File: src/rtl/shift_seq_unit.sv
// rtl/shift_seq_unit.sv - sequential one-bit-per-clock shifter with start/busy/done handshake
module shift_seq_unit #(
    parameter int WIDTH   = 32,
    parameter int SHAMT_W = 5
) (
    input  logic               clk,
    input  logic               reset,
    input  logic               start,
    input  logic [2:0]         op,
    input  logic [WIDTH-1:0]   data_in,
    input  logic [SHAMT_W-1:0] shamt,
    output logic [WIDTH-1:0]   data_out,
    output logic               busy,
    output logic               done
);

    localparam logic [2:0] OP_SLL = 3'b000;
    localparam logic [2:0] OP_SRL = 3'b001;
    localparam logic [2:0] OP_SRA = 3'b010;
    localparam logic [2:0] OP_ROR = 3'b011;
    localparam logic [2:0] OP_ROL = 3'b100;

    typedef enum logic [1:0] {
        S_IDLE  = 2'd0,
        S_SHIFT = 2'd1,
        S_DONE  = 2'd2
    } state_t;

    state_t             state_q;
    state_t             state_d;
    logic [2:0]         op_r;
    logic [SHAMT_W-1:0] count;
    logic [WIDTH-1:0]   step_val;
    logic               start_pass;

    // Opcodes 101..111 need no shifting at all, so they finish like a zero shift.
    assign start_pass = op[2] & (op[1] | op[0]);

    // Handshake outputs decode the state register only; no input reaches them combinationally.
    assign busy = (state_q == S_SHIFT);
    assign done = (state_q == S_DONE);

    // One-bit step of the working register for the latched operation.
    always_comb begin
        step_val = data_out;
        case (op_r)
            OP_SLL:  step_val = {data_out[WIDTH-2:0], 1'b0};
            OP_SRL:  step_val = {1'b0, data_out[WIDTH-1:1]};
            OP_SRA:  step_val = {data_out[WIDTH-1], data_out[WIDTH-1:1]};
            OP_ROR:  step_val = {data_out[0], data_out[WIDTH-1:1]};
            OP_ROL:  step_val = {data_out[WIDTH-2:0], data_out[WIDTH-1]};
            default: step_val = data_out;
        endcase
    end

    // State register.
    always_ff @(posedge clk) begin
        if (reset) begin
            state_q <= S_IDLE;
        end else begin
            state_q <= state_d;
        end
    end

    // Next-state logic; a start is only honoured from IDLE and is never queued.
    always_comb begin
        state_d = state_q;
        case (state_q)
            S_IDLE: begin
                if (start) begin
                    if ((shamt == '0) || start_pass) begin
                        state_d = S_DONE;
                    end else begin
                        state_d = S_SHIFT;
                    end
                end
            end
            S_SHIFT: begin
                if (count == SHAMT_W'(1)) begin
                    state_d = S_DONE;
                end
            end
            S_DONE:  state_d = S_IDLE;
            default: state_d = S_IDLE;
        endcase
    end

    // Datapath: capture operands on an accepted start, then step once per SHIFT cycle.
    always_ff @(posedge clk) begin
        if (reset) begin
            data_out <= '0;
            op_r     <= '0;
            count    <= '0;
        end else begin
            case (state_q)
                S_IDLE: begin
                    if (start) begin
                        data_out <= data_in;
                        op_r     <= op;
                        count    <= shamt;
                    end
                end
                S_SHIFT: begin
                    data_out <= step_val;
                    count    <= count - 1'b1;
                end
                default: begin
                    data_out <= data_out;
                end
            endcase
        end
    end

endmodule

File: config.mk
export PLATFORM = sky130hd
export DESIGN_NAME = shift_seq_unit
export DESIGN_NICKNAME = d
export VERILOG_FILES = /design/src/rtl/shift_seq_unit.sv
export SDC_FILE = /design/constraint.sdc
export NUM_CORES = 1
export LEC_CHECK = 0
export ABC_AREA = 1
export BUFFER_PORTS_ARGS = -buffer_cell sky130_fd_sc_hd__buf_2
export CAP_MARGIN = 20
export CELL_PAD_IN_SITES_DETAIL_PLACEMENT = 2
export CELL_PAD_IN_SITES_GLOBAL_PLACEMENT = 2
export CORE_MARGIN = 10
export CORE_UTILIZATION = 25
export CTS_CLUSTER_SIZE = 28
export DETAILED_ROUTE_END_ITERATION = 7
export PLACE_DENSITY = 0.86
export SLEW_MARGIN = 20
export SYNTH_ARGS = -nofsm -noshare
export SYNTH_HDL_FRONTEND = slang
export SYNTH_SLANG_ARGS = --single-unit
File: constraint.sdc
create_clock -name clk -period 1.55 [get_ports clk]
set_input_delay 0.2325 -clock clk [delete_from_list [all_inputs] [get_ports clk]]
set_output_delay 0.2325 -clock clk [all_outputs]
set_load 0.03 [all_outputs]
## Word level (Yosys, flattened, before mapping)

Cells that the tools add are included.

- Logic and storage cells: 39
- Output and inout port bits: 34
- Bits in registers: 42
- Bits of input ports: 43

- Bitwise operators: 2
- Add/subtract/negate cells: 1
- Reductions and logical operators: 10
- Multiplexer cells: 9
- Equal/unequal tests: 12

Operator list:

| operator | count |
|---|---|
| $pmux 32 s5 | 1 |
| $pmux 32 s2 | 1 |
| $mux 32 | 1 |
| $pmux 5 s2 | 1 |
| $eq 3x2->1 const B | 2 |
| $mux 2 | 3 |
| $ne 6x1->1 const B | 1 |
| $reduce_and 2->1 | 3 |
| $eq 5x1->1 const B | 1 |
| $logic_not 5->1 | 1 |
| $mux 5 | 1 |
| $ne 5x1->1 const B | 1 |
| $sub 5x1->5 const B | 1 |
| $ne 2x2->1 const B | 2 |
| $pmux 2 s2 | 1 |
| $reduce_and 4->1 | 1 |
| $eq 3x1->1 const B | 1 |
| $eq 3x3->1 const B | 1 |
| $logic_not 3->1 | 1 |
| $reduce_and 3->1 | 1 |
| $eq 2x1->1 const B | 1 |
| $eq 2x2->1 const B | 1 |
| $logic_not 2->1 | 1 |
| $ne 2x1->1 const B | 1 |
| other kinds (4) | 4 |

## Depth between registers and ports, before layout

Gate-level depths: netlist (run 1).

- Depth after elaboration: 6
- Mapped depth: 9
- Mapped depth without buffers: 9

## Worst setup path before layout (run 1)

Ideal clock, no wire load.

- Path kind: register to register
- Start: register state_q[1]
- End: register data_out[25]
- Setup time: 0.115 ns
- Stages on the path, launching flop included: 10
- Slack: 0.353 ns
- Data arrival time: 1.082 ns
- Path through: dfxtp_1 -> inv_2 -> nand2_1 -> nand2_1 -> nand2_1 -> inv_2 -> buf_4 -> nand2_1 -> nor2_1 -> nor2_1

- Cells in the longest elaborated chain, start to end: 3
- Elaborated cells on any way between the ends: 7

RTL lines:

| what | line | RTL |
|---|---|---|
| start: declaration | 29 | `state_t state_q;` |
| start signal: assignment | 61 | `state_q <= state_d;` |
| $eq 2x1->1 or $logic_not 2->1 (tied branches) | 95 | `case (state_q)` |
| $ne 6x1->1 (no line), or another cell as far along | - |  |
| $reduce_and 3->1 (no line) | - |  |
| end signal: assignment | 98 | `data_out <= data_in;` |
| end signal: assignment | 104 | `data_out <= step_val;` |
| end signal: assignment | 108 | `data_out <= data_out;` |
| end: declaration | 12 | `output logic [WIDTH-1:0] data_out,` |

Several ways; a longest one is shown, not always the timed one.
A chain may end at the register's enable or synchronous reset.

## Worst setup path in the final report (run 1)

- Start: register state_q[0]
- End: output busy

- Cells in the longest elaborated chain, start to end: 1

RTL lines:

| what | line | RTL |
|---|---|---|
| $eq 2x1->1 | 40 | `assign busy = (state_q == S_SHIFT);` |
| end: declaration | 13 | `output logic busy,` |

Every way passes these cells.

==> metrics.txt, run 1 <==
antenna violations before repair 0; Compound-Gate Fraction of Synth Area 17.01%; CP delay by family, top buffers and inverters; status complete, no violations; Post-Synth XOR/XNOR Area 0%; io pins 77; Synth Net Count 449; Critical Path Start Type flip-flop; Routed WL per cell 16.55 um; CP Capture Type output port; top post-synthesis cells by area dfxtp_1 (35%), nor2_1 (22%), nand2_1 (14%), o21ai_0 (7.5%), o21ai_1 (6.5%); clk sink count 42; Reg2Reg Setup Slack 0.09 ns; number of global-route vias before repair about 3,200; Final Skew ~0.0036 ns; crit path cell chain inv_2, nor2_4, buf_6, buf_4; post-detail-place hpwl 7.106 mm; register area share after synthesis 35.16%; iteration-0 DRC count of the detailed router 80; worst-path fanout max 11; LEAKAGE around 1.6 nW; post-synthesis mux area share 0%; largest net degree at the start of global routing 38; Cell Pwr Density 1156 nW/um2; H-tree level count 2; Synth top area share 35.16%; die height between 100 and 150 um; via count 2,896; worst stage delay on the critical path 0.37 ns; Synth Area in Adders 1.047%; WP data arrival between 1 and 1.5 ns; ant diodes 0; Clock Pin Slew Worst Setup and Hold Paths 0.09 ns; DRC errors left 0; CP max-delay cell dfxtp_2; Cell variety after synth 22; antenna-violating nets left 0; non-filler cells, final 607; share of layout cells above drive strength 1 22.18%; worst r2r dst data_out[8]; EDFF count, synth 0; worst path required time 1.32 ns; #FFs+latches synth 42; Overflow after GRT 0; Worst-Margin Slew 0.3270 ns; YS warnings 0; final hold vios 0; Final min period 1.478 ns; fin crit share ~95%; CTS buffer count 5; final WL 10.05 mm; startpoint of the worst hold path reset; launching point of the worst reg2reg path state_q[1]; port bufs 76; Worst Path Buf+Inv 3; die area 13,880 um2; Async SR Flop Fraction 0%; slew margin rel. 78.10%; vias per std cell 4.771; synthesized area 2391 um2; Yosys top cell by area dfxtp_1; final core occ between 30% and 40%; fmax 0.6764 GHz; GPL Wtd Cong between 0.7 and 0.8; dominant synthesized flop cell dfxtp_1; WP depth 4; std cell rows 35; first-pass GRT wire length around 16 mm; root buffer cell clkbuf_8; Core ar. 9284 um2; TritonRoute pass-1 iters 6; CP Class reg -> out; worst hold stages 2; Initial Util 25.75%; All-Layer GR Usage 14.00%; final count of negative-setup-slack endpoints 0; fin nets roughly 520; WHS Endpoint count[3]; largest family of logic cells by synthesized area simple AND/OR/NAND/NOR gates; Final Slew Violations 0; worst-skew pair later-pin latency 0.30 ns; Synth Area in Simple Gates 39.09%; Clock Tree Buf Depth 2; synthesized area per cell roughly 5.9 um2; DP Cell Count around 600; R2R cell count 9; Die Wd 117.8 um; CTS tree done; Worst Hold Class in -> reg; max-cap viol count 0; Cells after Synth 404; P&R area growth vs syn 30.98%; Peak VDD IR 0.3367 mV
-- layout by cell type, fill, tap and decap left out, types with 4 or more instances in the layout --
cell,n
a21oi_1,10
buf_12,5
buf_2,76
buf_4,5
clkbuf_8,5
dfxtp_1,41
inv_1,12
nand2_1,84
nand3_1,9
nor2_1,138
nor3_1,4
o21ai_0,36
o21ai_1,31
-- through the flow --
step	hold slack, ns	total power (W)	instance area (um2)	TNS [ns]	setup slack [ns]
finish	0.1861	0.003622	3132	0	0.07157
global route	0.1900	0.003885	3132	-0.006882	-0.006882
detailed placement	0.4921	0.002686	2945	0	0.06100
CTS	0.1821	0.003614	3070	0	0.003048
global placement	0.4709	0.002622	2945	0	0.2258
floorplan	0.3016	0.002217	2391	0	0.3527
-- flip-flops by register name (all words and copies together) (netlist names) --
signal and cells:
data_out 32, op_r 3, state_q 2, count 5
-- where the power goes --
group	total (W)	switching, W	internal, W
Sequential	0.00137	0.000154	0.00122
Combinational	0.00135	0.000886	0.000459
Clock	0.000902	0.000427	0.000475
-- cell usage after synthesis, types with 2 or more instances --
library cell  count
nor2_1          139
nand2_1          86
dfxtp_1          42
o21ai_0          36
o21ai_1          31
inv_1            12
a21oi_1          10
clkbuf_1          9
nand3_1           9
buf_4             7
buf_2             5
nor3_1            4
inv_2             3
ha_1              2
nand4_1           2
-- kinds of logic (layout without fill, tap and decap cells) --
kind of cell | count (synthesis) | after routing
buffers and inverters | 38 | 112
AOI/OAI and AO/OA | 80 | 80
adders and majority gates | 2 | 2
and+or+nand+nor | 242 | 242
DFF | 42 | 42
-- repair_timing --
action | CTS | global route
hold endpoints to repair | 0 | 0
buffers inserted | 0 | 0
gates cloned | 1 | 2
gates resized for setup | 3 | 5
hold buffers | 0 | 0
setup endpoints to repair | 1 | 26
-- cell type report --
class / count / area [um2]
Inverter: 15 / 61.31
Tap cell: 129 / 161.4
Clock inverter: 3 / 40.04
Sequential cell: 42 / 842.1
Fill cell: 1209 / 6152
Clock buffer: 5 / 68.82
Timing Repair Buffer: 89 / 579.3
Multi-Input combinational cell: 324 / 1379
-- layer usage --
metal	vias up	global-route usage, %	wire, um
met5	-	0	0
met3	6	4.029	470
met1	1410	16.07	4410
met4	0	2.628	70
li1	1424	-	-
met2	56	25.17	5093
-- how the worst max path moves through the flow --
stage                         to  startpoint  slack (ns)
global placement            busy  state_q[0]        0.23
finish                      busy  state_q[0]        0.07
CTS                         busy  state_q[0]       0.003
floorplan           data_out[25]  state_q[1]        0.35
global route         data_out[6]  state_q[1]      -0.007
detailed placement   data_out[8]  state_q[0]        0.06
(Power assumes the default switching activity.)
==> run 2, diff against run 1 <==
Settings changed: MAX_ROUTING_LAYER set to met4.
==> run 2 against run 1 <==
Compared with the run above: flip-flop and latch count unchanged; cell count unchanged; clock power about the same; worst setup slack improved by 0.0013 ns; core utilization unchanged; first-iteration DRC count increased by 20%; routed wire length increased by 0.16%; worst hold slack about the same; cell area unchanged; fmax about the same; largest cell class unchanged.
==> metrics.txt, run 2 (synthesized netlist as in run 1, its figures left out) <==
status complete, no violations (unchanged); CP Class reg -> out (unchanged); final hold vios 0 (unchanged); worst path required time 1.32 ns (about the same); WP depth 4 (unchanged); worst-path fanout max 11 (unchanged); H-tree level count 2 (unchanged); CP delay by family, top buffers and inverters (unchanged); Finished Cell Area 3132 um2 (unchanged); clk sink count 42 (unchanged); Final Slew Violations 0 (unchanged); Core ar. 9284 um2 (unchanged); CTS tree done (unchanged); R2R cell count 9 (unchanged); All-Layer GR Usage 14.42% (was 14.00%); biggest regs data_out (32), count (5), op_r (3) (unchanged); CP Capture Type output port (unchanged); share of layout cells above drive strength 1 22.18% (unchanged); Clock Pin Slew Worst Setup and Hold Paths 0.09 ns (about the same); largest net degree at the start of global routing 38 (unchanged); P&R area growth vs syn 30.98% (unchanged); die height 117.8 um (unchanged); io pins 77 (unchanged); LEAKAGE 1.580 nW (unchanged); vias per std cell 4.751 (was 4.771); ant diodes 0 (unchanged); sw frac 40.52% (was 40.51%); TritonRoute pass-1 iters 4 (was 6); WP data arrival 1.24 ns (was 1.25 ns); Worst-Margin Slew 0.3270 ns (unchanged); port bufs 76 (unchanged); GPL Wtd Cong 0.7534 (was 0.7441); root buffer cell clkbuf_8 (unchanged); Die Wd 117.8 um (unchanged); Cell Pwr Density 1157 nW/um2 (was 1156 nW/um2); final count of negative-setup-slack endpoints 0 (unchanged); max-cap viol count 0 (unchanged); Clock power frac 24.9% (about the same); Comb power frac 37.1% (was 37.2%); worst hold stages 2 (unchanged); final WL 10.06 mm (was 10.05 mm); via count 2,884 (was 2,896); Worst Path Buf+Inv 3 (unchanged); CP max-delay cell dfxtp_2 (unchanged); std cell rows 35 (unchanged); Overflow after GRT 0 (unchanged); antenna-violating nets left 0 (unchanged); commonest non-fill, non-tap cells in the layout nor2_1 (138), nand2_1 (84), buf_2 (76), dfxtp_1 (41), o21ai_0 (36) (unchanged); commonest non-fill, non-tap cell in the layout nor2_1 (unchanged); iteration-0 DRC count of the detailed router 96 (was 80); fin crit share 95.30% (was 95.38%); Final min period 1.477 ns (was 1.478 ns); slew margin rel. 78.10% (unchanged); die area 13,880 um2 (unchanged); number of global-route vias before repair 3,222 (was 3,226); worst-skew pair later-pin latency 0.30 ns (about the same); DRC errors left 0 (unchanged); switching power 0.001468 W (was 0.001467 W); internal power consumption 0.002155 W (unchanged); CTS buffer count 5 (unchanged); Peak VDD IR 0.3368 mV (was 0.3367 mV); first-pass GRT wire length 16.35 mm (was 16.33 mm); setup_tns 0 ns (unchanged); Top reg by flops data_out (unchanged); worst stage delay on the critical path 0.37 ns (about the same); fmax 0.6770 GHz (was 0.6764 GHz); Final Skew 0.003796 ns (was 0.003551 ns); Critical Path Start Type flip-flop (unchanged); crit path cell chain inv_2, nor2_4, buf_6, buf_4 (unchanged); Initial Util 25.75% (unchanged); post-detail-place hpwl 7.106 mm (unchanged); antenna violations before repair 0 (unchanged); sequential share of power 37.9% (about the same); Clock Tree Buf Depth 2 (unchanged); fin nets 522 (unchanged); Routed WL per cell 16.57 um (was 16.55 um); CTS Hold Bufs 0 (unchanged); Placement Cell Area 2945 um2 (unchanged); overall power 0.003622 W (about the same); fillcell total 1,209 (unchanged); max FFs per register 32 (unchanged); Worst Hold Class in -> reg (unchanged)
## run 2: power groups by stage
stage	sequential, W	combinational [W]	clock, W
floorplan	0.00157	0.000650	0
global placement	0.00139	0.00124	0
detailed placement	0.00140	0.00129	0
CTS	0.00137	0.00131	0.000927
global route	0.00140	0.00151	0.000975
finish	0.00137	0.00134	0.000904
## run 2: through the flow
stage	util [%]	hold WS [ns]	setup WS [ns]	cells
after CTS	33.07	0.1821	0.003048	605
final	33.73	0.1857	0.07287	607
after global placement	31.73	0.4709	0.2258	596
after floorplan	-	0.3016	0.3527	404
after detailed placement	31.73	0.4921	0.06100	596
after global routing	33.73	0.1900	-0.006878	607
## run 2: final timing paths
check	from	to	slack (ns)
worst min-delay path	reset	count[3]	0.19
worst min register to register	count[4]	count[4]	0.50
worst max-delay path	state_q[0]	busy	0.07
worst max register to register	state_q[1]	data_out[8]	0.10
## run 2: what timing repair did
action                                  4_1_cts  5_1_grt
cloned                                        1        2
endpoints found under the setup margin        1       26
pin swaps                                     0        0
gates resized for setup                       3        5
setup buffers                                 0        0
## run 2: layer usage
metal | GRT usage [%] | wire length (um)
met1 | 16.83 | 4621
met2 | 25.17 | 5087
met3 | 2.878 | 276
met4 | 2.628 | 75
met5 | - | 0
## run 2: cell type report
| class | count | area, um2 | area share [%] |
|---|---|---|---|
| Timing Repair Buffer | 89 | 579.3 | 18.50 |
| Clock inverter | 3 | 40.04 | 1.278 |
| Multi-Input combinational cell | 324 | 1379 | 44.03 |
| Sequential cell | 42 | 842.1 | 26.89 |
| Tap cell | 129 | 161.4 | 5.154 |
| Inverter | 15 | 61.31 | 1.958 |
| Clock buffer | 5 | 68.82 | 2.197 |
